File: config.mk
export PLATFORM = sky130hd
export DESIGN_NAME = board_run_ctrl
export DESIGN_NICKNAME = d
export VERILOG_FILES = /design/src/rtl/board_run_ctrl.sv
export SDC_FILE = /design/constraint.sdc
export NUM_CORES = 1
export LEC_CHECK = 0
export ABC_AREA = 1
export CORE_MARGIN = 4
export CORE_UTILIZATION = 52
export CTS_BUF_LIST = sky130_fd_sc_hd__clkbuf_8
export DETAILED_ROUTE_END_ITERATION = 12
export GPL_ROUTABILITY_DRIVEN = 0
export GPL_TIMING_DRIVEN = 0
export HOLD_SLACK_MARGIN = 0.06
export MAX_ROUTING_LAYER = met4
export PLACE_DENSITY = 0.9
export SYNTH_ARGS = -nofsm -noshare
export SYNTH_HDL_FRONTEND = slang
export SYNTH_SLANG_ARGS = --single-unit
export TNS_END_PERCENT = 100
File: constraint.sdc
create_clock -name clk_undiv -period 3.4 [get_ports clk_undiv]
set_input_delay 0.85 -clock clk_undiv [delete_from_list [all_inputs] [get_ports clk_undiv]]
set_output_delay 0.85 -clock clk_undiv [all_outputs]
set_load 0.05 [all_outputs]
File: src/rtl/board_run_ctrl.sv
// Board run controller: CPU reset hold, free-run/single-step clock enable, HALT latch and LED byte multiplexing.
// Optional step-button debouncer enabled by defining BOARD_RUN_CTRL_DEBOUNCE_EN.
module board_run_ctrl #(
  parameter int unsigned DIV         = 4,
  parameter int unsigned RST_HOLD    = 8,
  parameter int unsigned DISP_PERIOD = 16,
  parameter int unsigned DB_CYCLES   = 4
) (
  input  logic        clk_undiv,
  input  logic        rst,
  input  logic        mode_step,
  input  logic        step_btn,
  input  logic        cpu_halt,
  input  logic [15:0] dbg_data,
  output logic        cpu_rst_n,
  output logic        cpu_ce,
  output logic [7:0]  led,
  output logic        halted
);

  localparam int unsigned HW = (RST_HOLD > 1) ? $clog2(RST_HOLD) : 1;
  localparam int unsigned DW = $clog2(DIV);
  localparam int unsigned PW = (DISP_PERIOD > 1) ? $clog2(DISP_PERIOD) : 1;

  if (DIV < 2 || RST_HOLD < 1 || DISP_PERIOD < 1 || DB_CYCLES < 1) begin : g_bad_params
    $error("board_run_ctrl: parameter out of range");
  end

  typedef enum logic [2:0] {
    S_HOLD,
    S_RUN,
    S_STEP_WAIT,
    S_STEP_FIRE,
    S_HALTED
  } state_t;

  state_t          r_state, w_nx_state;
  logic [HW-1:0]   r_hold_cnt, w_nx_hold_cnt;
  logic [DW-1:0]   r_div_cnt, w_nx_div_cnt;
  logic            r_cpu_ce, w_nx_cpu_ce;
  logic            r_cpu_rst_n;
  logic [PW-1:0]   r_disp_cnt;
  logic            r_disp_sel;
  logic [7:0]      r_led;
  logic            r_btn_s1, r_btn_s2, r_btn_prev;
  logic            w_btn_level;
  logic            w_step_pulse;

  always_ff @(posedge clk_undiv or negedge rst) begin
    if (!rst) begin
      r_btn_s1 <= 1'b0;
      r_btn_s2 <= 1'b0;
    end else begin
      r_btn_s1 <= step_btn;
      r_btn_s2 <= r_btn_s1;
    end
  end

`ifdef BOARD_RUN_CTRL_DEBOUNCE_EN
  localparam int unsigned BW = (DB_CYCLES > 1) ? $clog2(DB_CYCLES) : 1;
  logic [BW-1:0] r_db_cnt;
  logic          r_db_level;

  // Level only follows the synchronizer after DB_CYCLES consecutive differing samples.
  always_ff @(posedge clk_undiv or negedge rst) begin
    if (!rst) begin
      r_db_cnt   <= '0;
      r_db_level <= 1'b0;
    end else if (r_btn_s2 == r_db_level) begin
      r_db_cnt <= '0;
    end else if (r_db_cnt == BW'(DB_CYCLES - 1)) begin
      r_db_cnt   <= '0;
      r_db_level <= r_btn_s2;
    end else begin
      r_db_cnt <= r_db_cnt + 1'b1;
    end
  end
  assign w_btn_level = r_db_level;
`else
  assign w_btn_level = r_btn_s2;
`endif

  always_ff @(posedge clk_undiv or negedge rst) begin
    if (!rst) r_btn_prev <= 1'b0;
    else      r_btn_prev <= w_btn_level;
  end

  assign w_step_pulse = w_btn_level & ~r_btn_prev;

  always_ff @(posedge clk_undiv or negedge rst) begin
    if (!rst) begin
      r_state     <= S_HOLD;
      r_hold_cnt  <= '0;
      r_div_cnt   <= '0;
      r_cpu_ce    <= 1'b0;
      r_cpu_rst_n <= 1'b0;
    end else begin
      r_state     <= w_nx_state;
      r_hold_cnt  <= w_nx_hold_cnt;
      r_div_cnt   <= w_nx_div_cnt;
      r_cpu_ce    <= w_nx_cpu_ce;
      r_cpu_rst_n <= (r_state != S_HOLD);
    end
  end

  // cpu_ce is registered, so each enable is decided one cycle ahead; a sampled halt cancels it.
  always_comb begin
    w_nx_state    = r_state;
    w_nx_hold_cnt = r_hold_cnt;
    w_nx_div_cnt  = r_div_cnt;
    w_nx_cpu_ce   = 1'b0;
    case (r_state)
      S_HOLD: begin
        w_nx_hold_cnt = r_hold_cnt + 1'b1;
        if (r_hold_cnt == HW'(RST_HOLD - 1)) begin
          w_nx_hold_cnt = '0;
          w_nx_div_cnt  = '0;
          w_nx_state    = mode_step ? S_STEP_WAIT : S_RUN;
        end
      end
      S_RUN: begin
        w_nx_div_cnt = (r_div_cnt == DW'(DIV - 1)) ? '0 : r_div_cnt + 1'b1;
        if (cpu_halt) begin
          w_nx_state = S_HALTED;
        end else begin
          w_nx_cpu_ce = (r_div_cnt == DW'(DIV - 1));
          if (mode_step) begin
            w_nx_state   = S_STEP_WAIT;
            w_nx_div_cnt = '0;
          end
        end
      end
      S_STEP_WAIT: begin
        if (cpu_halt) begin
          w_nx_state = S_HALTED;
        end else if (w_step_pulse) begin
          w_nx_state = S_STEP_FIRE;
        end else if (!mode_step) begin
          w_nx_state   = S_RUN;
          w_nx_div_cnt = '0;
        end
      end
      S_STEP_FIRE: begin
        if (cpu_halt) begin
          w_nx_state = S_HALTED;
        end else begin
          w_nx_cpu_ce = 1'b1;
          w_nx_state  = S_STEP_WAIT;
        end
      end
      S_HALTED: ;
      default: w_nx_state = S_HOLD;
    endcase
  end

  always_ff @(posedge clk_undiv or negedge rst) begin
    if (!rst) begin
      r_disp_cnt <= '0;
      r_disp_sel <= 1'b0;
      r_led      <= '0;
    end else begin
      if (r_disp_cnt == PW'(DISP_PERIOD - 1)) begin
        r_disp_cnt <= '0;
        r_disp_sel <= ~r_disp_sel;
      end else begin
        r_disp_cnt <= r_disp_cnt + 1'b1;
      end
      r_led <= r_disp_sel ? dbg_data[15:8] : dbg_data[7:0];
    end
  end

  assign cpu_rst_n = r_cpu_rst_n;
  assign cpu_ce    = r_cpu_ce;
  assign led       = r_led;
  assign halted    = (r_state == S_HALTED);

endmodule

; Yosys cells after proc, flatten, opt, wreduce, memory -nomap -nowiden
; Index checks and enable logic that the tools add are counted.
[op_classes]
n_reduce_logical = 5
bitwise_logic = 4
eq_ne = 13
addsub = 3
n_mux = 23
[op_table]
columns = op, count
row1 = 2-to-1 mux 3 bit, 8
row2 = 2-to-1 mux 2 bit, 8
row3 = one-hot mux 3 bit (5 select lines), 1
row4 = 2-to-1 mux 8 bit, 1
row5 = "inequality test 2 bit, second input constant", 4
row6 = "== test 3 x 2 -> 1 bit, second input constant", 2
row7 = "== test 3 bit, second input constant", 2
row8 = one-hot mux 2 bit (3 select lines), 1
row9 = nonzero test 3 bit, 2
row10 = AND reduction 5 bit, 1
row11 = "adder 4 x 1 -> 4 bit, second input constant", 1
row12 = "== test 4 bit, second input constant", 1
row13 = 2-to-1 mux 4 bit, 1
row14 = "inequality test 4 bit, second input constant", 1
row15 = AND reduction 4 bit, 1
row16 = "adder 3 x 1 -> 3 bit, second input constant", 1
row17 = "== test 3 x 1 -> 1 bit, second input constant", 1
row18 = logical NOT 3 bit, 1
row19 = "inequality test 3 bit, second input constant", 1
row20 = inverter 1 bit, 3
row21 = "adder 2 x 1 -> 2 bit, second input constant", 1
row22 = "== test 2 bit, second input constant", 1
row23 = 2-to-1 mux 1 bit, 2
row24 = one-hot mux 1 bit (2 select lines), 1
row25 = bitwise AND 1 bit, 1
[totals]
wordCells = 59
in_bits = 21
reg_bits = 26
output_inout_bits = 11

; Logic depth before layout (Yosys ltp)
; Gate-level depths: netlist (run 1).
[depth]
depth_word = 5
depth_mapped = 7
ltp_nobuf = 7

; Worst setup path after synthesis (run 1)
; Ideal clock, no wire load.
[synth_timing]
path_type = flip-flop to output port
startpoint = register r_state[0]
endpoint = output port halted
stages_incl_launch_ff = 5
required_ps = 2550
path_slack_ps = 1580
path_buffers = 1
arrival_time_ps = 970
cell_sequence = dfrtp_1 -> buf_6 -> nor2_1 -> nand2_1 -> inv_1
[synth_between]
elab_chain_len = 1
[synth_rtl]
columns = item, line
row1 = from (decl), 37  ; state_t r_state, w_nx_state;
row2 = from (signal assigned), 98  ; r_state <= w_nx_state;
row3 = == test 3 bit, 175  ; assign halted = (r_state == S_HALTED);
row4 = to (decl), 18  ; output logic halted
; No other way between the ends.

; Worst setup path after layout (run 1)
; Ends and elaborated chain as after synthesis.

==> results.tsv, run 1 <==
stage	metric	value	unit
sta	setup tns final	0	ns
critical_path	Req. time, crit path	2.55	ns
synth	most common cell in the netlist	nand2_1	
floorplanning	Die Span Y	55.1	um
sta	final setup vio count	0	
global_route	met2 usage	0.333	
synth	adder-cell share of the synthesized area	0.0434	
clock_network	CTS root buf	clkbuf_8	
power_and_ir_drop	P_leak	0.761	nW
sta	Fin. Hold Viols	0	
hold_path	hold depth	0	
routing	DR WL/cell	12.5	um
synth	Syn Nets	154	
global_route	vias in the first global route	922	
floorplanning	starting density of the core	0.564	
sta	post-layout min period	2.68	ns
sta	Final Max Tran Viols	0	
layout	Ant. Diodes	0	
sta	slew at the pin closest to its max-slew limit	1.08	ns
placement	port bufs	31	
power_and_ir_drop	PwrDens	355	nW/um2
sta	RSZ-0062 raised after global routing	no	
routing	Routed Antenna Nets	0	
flow_run	Max-Cap Viols	0	
synth	Avg Inst Size Synth	8.93	um2
run_status	status	completed	
layout	Final Util	0.753	
clock_network	CTS max path bufs	2	
sta	Slew HR	0.277	
layout	Area Growth Syn to Fin	33.4	%
global_route	GRT Total Usage	0.182	
critical_path	CP arrival	1.83	ns
synth	number of flops mapped to enable cells by yosys	0	
sta	worst hold margin	0.358	ns
synth	Synth cell types	20	
routing	DRT iter0 DRCs	29	
clock_network	CTS tree	built	
floorplanning	number of I/O pins	32	
routing	DRT Wirelength	2380	um
synth	Cells after Synth	129	
critical_path	Setup crit end kind	output pin	
global_route	GR Util met1	0.192	
critical_path	Crit Path Max Fanout	8	
synth	mux cell area share after synthesis	0	
global_route	antenna violations before repair	0	
synth	Synth Area in Compound Gates	0.0304	
clock_network	post-cts gate resize count	0	
power_and_ir_drop	worst vdd ir	0.000238	V
synth	Yosys top cell area share	0.565	
clock_network	Inserted Clock Buffers	3	
routing	DRT Pass-1 Iters	4	
hold_path	Tightest Hold Check Type	register to register	
global_route	GR Util met3	0.0509	
global_route	first-pass GRT wire length	3820	um
synth	asr flop ratio synth	1.00	
placement	Post-DP HPWL	1830	um
floorplanning	Core Area	2040	um2
global_route	GRT Max-Usage Layer	met2	
synth	register bit total from synthesis	26	
power_and_ir_drop	Final Power	546	uW
synth	xor/xnor share of the synthesized area	0.0152	
routing	# DRC	0	
global_route	grt ovf	0	
clock_network	Clock transition at path regs	0.08	ns
synth	Synth Flop Type	dfrtp_1	
clock_network	H-tree levels	1	
floorplanning	# rows	16	
synth	synth warn	0	
critical_path	CP startpoint kind	register	
routing	Vias	940	
layout	fraction of layout cells with a size suffix above 1	0.0552	
global_route	largest net degree at the start of global routing	27	
synth	top cells by area, synth	dfrtp_1, nand2_1, ha_1	
sta	Max Fclk	0.373	GHz
synth	largest area contributor in the netlist	dfrtp_1	
floorplanning	die area	3030	um2
synth	synth cell count leaders	nand2_1, dfrtp_1, inv_1, nor2_1, nand3_1	
clock_network	Sink Count	26	
clock_network	Hold Buf Count CTS	0	
routing	via/cell ratio	4.95	
synth	Cell Area, Synth	1150	um2
critical_path	Worst Reg2Reg Path Length in Cells	6	
clock_network	clock latency on the worst-skew pair	0.26	ns
sta	Worst Skew	0.00385	ns
layout	Nets	190	
floorplanning	DIE WIDTH	55.1	um
sta	Period Utilization, post-route	0.788	
synth	simple-gate portion of the synthesized area	0.290	
synth	post-synthesis sequential area ratio	0.565	
critical_path	Crit Path Class	register to output pin	
synth	largest family of logic cells by synthesized area	simple AND/OR/NAND/NOR gates	
clock_network	postcts setup bufs	0	
-- worst paths after layout --
| check | startpoint | to | slack (ns) |
|---|---|---|---|
| min in group asynchronous | rst | r_state[0]$_DFFE_PN0P_ | 1.17 |
| setup reg to reg | r_hold_cnt[0]$_DFFE_PN0P_ | r_state[1]$_DFFE_PN0P_ | 2.12 |
| setup / recovery | r_state[0]$_DFFE_PN0P_ | halted | 0.72 |
| hold reg to reg | r_btn_s1$_DFF_PN0_ | r_btn_s2$_DFF_PN0_ | 0.36 |
| hold / removal | r_btn_s1$_DFF_PN0_ | r_btn_s2$_DFF_PN0_ | 0.36 |
| max in group asynchronous | rst | cpu_ce$_DFF_PN0_ | 1.58 |
-- critical path, stage by stage, from the launching register on --
cell and delay [ns]:
dfrtp_1 0.39, buf_6 0.15, nor2_1 0.11, nand2_1 0.08, inv_1 0.06, clkdlybuf4s50_1 0.79
-- power breakdown --
| part | leakage [nW] | total (mW) | internal (mW) | switching [mW] |
|---|---|---|---|---|
| clock network | 0.0216 | 0.163 | 0.0791 | 0.0835 |
| registers | 0.318 | 0.318 | 0.316 | 0.00249 |
| logic | 0.421 | 0.0652 | 0.0311 | 0.0341 |
-- routing by layer --
metal  vias to the layer above  routed length [um]
li1                        467                   -
met1                       431                 918
met2                        40                1210
met3                         2                 231
met4                         0                  21
met5                         -                   0
-- through the flow --
step                      cell area [um2]  setup slack, ns  instances
after floorplan                      1150             1.58        129
after global placement               1500             1.03        187
after detailed placement             1500             1.01        187
after CTS                            1540            0.716        190
after global routing                 1540            0.585        190
final                                1540            0.721        190
-- state kept, by name, indices dropped and copies added, names as in the netlist --
signal	flops
r_btn_prev	1
r_state	3
cpu_ce	1
led	8
r_btn_s1	1
r_disp_cnt	4
r_disp_sel	1
cpu_rst_n	1
r_div_cnt	2
r_btn_s2	1
r_hold_cnt	3
-- cell families after synthesis --
kind of cell    after synthesis
buf+inv                      15
flops                        26
simple gates                 76
compound gates                6
xor+xnor                      2
fa+ha+maj                     4
-- cell usage in the layout (no fill, tap or decap), drive strengths merged --
master,instances
buf,2
clkbuf,3
clkdlybuf4s50,31
clkinv,1
dfrtp,26
ha,4
inv,12
nand2,50
nand3,10
nand3b,2
nand4,1
nor2,13
o211ai,1
o21ai,4
o21bai,1
xor2,2
-- area by class of cell --
class / count / area, um2
Tap cell: 27 / 33.8
Buffer: 2 / 16.3
Fill cell: 151 / 504
Inverter: 13 / 48.8
Clock buffer: 3 / 41.3
Multi-Input combinational cell: 88 / 437
Timing Repair Buffer: 31 / 310
Sequential cell: 26 / 651
Power figures use the tool's default switching activity.
==> inputs of run 2 (changes only) <==
Settings changed: CORE_UTILIZATION 52 to 44, PLACE_DENSITY 0.9 to 0.81.
Clock period 3.4 ns to 2.4 ns, I/O delays scaled along.
==> run 2 against run 1 <==
Sequential cell count unchanged; highest routed layer unchanged; sequential share of layout area decreased by 0.44 points; largest cell class unchanged; first-iteration DRC count increased by 72%; worst hold slack improved by 0.0026 ns; combinational power increased by 40%; wire length decreased by 9.8%; global-route usage decreased by 3.8 points; power increased by 50%; critical path depth decreased by 1; cell count increased by 2.1%; via count decreased by 0.53%; register-to-register slack got worse by 1.0 ns.
==> results.tsv, run 2 (synthesized netlist as in run 1, its figures left out) <==
stage	metric	value	unit	change
sta	setup tns final	0	ns	unchanged
routing	DRT Wirelength	2150	um	was 2380 um
power_and_ir_drop	clock share of power	0.337		was 0.298
layout	Fillers	226		was 151
critical_path	worst-path cell chain	nor2_1 -> nand2_1 -> inv_1 -> dlygate4sd2_1		was buf_6 -> nor2_1 -> nand2_1 -> inv_1 -> clkdlybuf4s50_1
critical_path	Setup crit end kind	output pin		unchanged
placement	placed insts	190		was 187
run_status	status	completed		unchanged
sta	Fin. Hold Viols	0		unchanged
clock_network	CTS root buf	clkbuf_8		unchanged
routing	# DRC	0		unchanged
layout	Area Growth Syn to Fin	34.9	%	was 33.4%
power_and_ir_drop	PwrDens	526	nW/um2	was 355 nW/um2
power_and_ir_drop	Final Power	817	uW	was 546 uW
clock_network	Sink Count	26		unchanged
routing	Vias	935		was 940
power_and_ir_drop	sw frac	0.220		about the same
flow_run	Max-Cap Viols	0		unchanged
critical_path	Crit path max-delay family	buffers and inverters		unchanged
sta	Max Fclk	0.467	GHz	
global_route	grt ovf	0		unchanged
clock_network	post-cts gate resize count	1		was 0
clock_network	postcts setup bufs	0		unchanged
sta	Slew HR	0.259		was 0.277
placement	Post-DP HPWL	1710	um	was 1830 um
critical_path	max incr delay on CP	0.52	ns	was 0.79 ns
global_route	largest net degree at the start of global routing	27		unchanged
floorplanning	# rows	18		was 16
power_and_ir_drop	Seq pwr share	0.551		was 0.583
clock_network	Clock transition at path regs	0.08	ns	about the same
routing	DR WL/cell	11.1	um	was 12.5 um
power_and_ir_drop	Int Power	637	uW	was 426 uW
critical_path	Crit Path Max Fanout	7		was 8
routing	DRT Pass-1 Iters	4		unchanged
sta	Period Utilization, post-route	0.893		
layout	Cell Count, Final, Fillers Out	194		was 190
clock_network	CTS tree	built		unchanged
routing	Routed Antenna Nets	0		unchanged
sta	RSZ-0062 raised after global routing	no		unchanged
clock_network	clock latency on the worst-skew pair	0.27	ns	was 0.26 ns
power_and_ir_drop	Gate power share	0.112		was 0.119
clock_network	Inserted Clock Buffers	3		unchanged
clock_network	Hold Buf Count CTS	0		unchanged
power_and_ir_drop	Switch Pwr	179	uW	was 120 uW
floorplanning	Die Span Y	59.2	um	was 55.1 um
clock_network	H-tree levels	1		unchanged
floorplanning	Core Area	2480	um2	was 2040 um2
global_route	antenna violations before repair	0		unchanged
sta	Worst Skew	0.00615	ns	was 0.00385 ns
sta	slew at the pin closest to its max-slew limit	1.11	ns	was 1.08 ns
power_and_ir_drop	P_leak	0.766	nW	was 0.761 nW
layout	commonest non-fill, non-tap cell in the layout	nand2_1		unchanged
layout	Nets	190		unchanged
clock_network	CTS max path bufs	2		unchanged
layout	max FFs per register	8		unchanged
sta	final setup vio count	0		unchanged
critical_path	Crit-path slowest cell	dlygate4sd2_1		was clkdlybuf4s50_1
critical_path	CP startpoint kind	register		unchanged
critical_path	Req. time, crit path	1.80	ns	was 2.55 ns
global_route	first-pass GRT wire length	3770	um	was 3820 um
global_route	GRT Total Usage	0.145		was 0.182
power_and_ir_drop	worst vdd ir	0.000333	V	was 0.000238 V
routing	via/cell ratio	4.82		was 4.95
critical_path	Crit Path Class	register to output pin		unchanged
floorplanning	number of I/O pins	32		unchanged
sta	Final Max Tran Viols	0		unchanged
floorplanning	die area	3500	um2	was 3030 um2
hold_path	Tightest Hold Check Type	register to register		unchanged
global_route	vias in the first global route	948		was 922
critical_path	Buf+Inv Stages, Crit Path	2		was 3
floorplanning	DIE WIDTH	59.2	um	was 55.1 um
layout	fraction of layout cells with a size suffix above 1	0.0610		was 0.0552
sta	post-layout min period	2.14	ns	
layout	Ant. Diodes	0		unchanged
floorplanning	starting density of the core	0.465		was 0.564
routing	DRT iter0 DRCs	50		was 29
layout	most frequent cells in the layout	nand2_1, clkdlybuf4s50_1, dfrtp_1, nor2_1, inv_1		unchanged
placement	port bufs	31		unchanged
critical_path	CP arrival	1.54	ns	was 1.83 ns
-- run 2: changes by cell type in the layout (fill, tap and decap cells not counted) --
cell             previous run  this run
dlygate4sd2_1               0         1
clkbuf_8                    3         4
clkdlybuf4s50_1            31        30
-- run 2: per-stage QoR --
step	utilization	setup WS [ns]	instance area, um2	hold slack [ns]
2_1_floorplan	-	0.830	1150	0.304
3_3_place_gp	0.606	0.273	1500	0.334
3_5_place_dp	0.606	0.265	1500	0.345
4_1_cts	0.627	0.239	1550	0.364
5_1_grt	0.627	0.172	1550	0.376
6_report	0.627	0.257	1550	0.361
-- run 2: final cells by class --
type / instances / area, um2 / area share
flip-flops and latches: 26 / 651 / 0.419
multi-input cells: 88 / 437 / 0.281
clock buffers: 4 / 55.1 / 0.0354
repair buffers: 31 / 309 / 0.199
inverters: 13 / 48.8 / 0.0314
well taps: 30 / 37.5 / 0.0242
plain buffers: 2 / 16.3 / 0.0105
-- run 2: layer usage --
metal,vias to the layer above,GRT usage,wire [um]
li1,469,-,-
met1,427,0.169,919
met2,35,0.238,1010
met3,4,0.0458,198
met4,0,0.0453,20
met5,-,-,0
-- run 2: power by group through the flow --
stage                     Combinational, mW  Clock [mW]  Sequential [mW]
final                                0.0914       0.275            0.450
after global routing                 0.0983       0.301            0.451
after CTS                            0.0928       0.284            0.450
after detailed placement             0.0924           0            0.459
after global placement               0.0915           0            0.458
after floorplan                     0.00959           0            0.484
-- run 2: final timing paths --
| path | from | end | slack (ns) | cells after the start |
|---|---|---|---|---|
| max | r_state[1]$_DFFE_PN0P_ | halted | 0.26 | 4 |
| max reg2reg | r_hold_cnt[0]$_DFFE_PN0P_ | r_state[1]$_DFFE_PN0P_ | 1.12 | 6 |
| min reg2reg | r_btn_s1$_DFF_PN0_ | r_btn_s2$_DFF_PN0_ | 0.36 | 0 |
| min | r_btn_s1$_DFF_PN0_ | r_btn_s2$_DFF_PN0_ | 0.36 | 0 |
| min in group asynchronous | rst | r_state[2]$_DFFE_PN0P_ | 0.92 | 1 |
| max in group asynchronous | rst | r_btn_s2$_DFF_PN0_ | 0.81 | 1 |
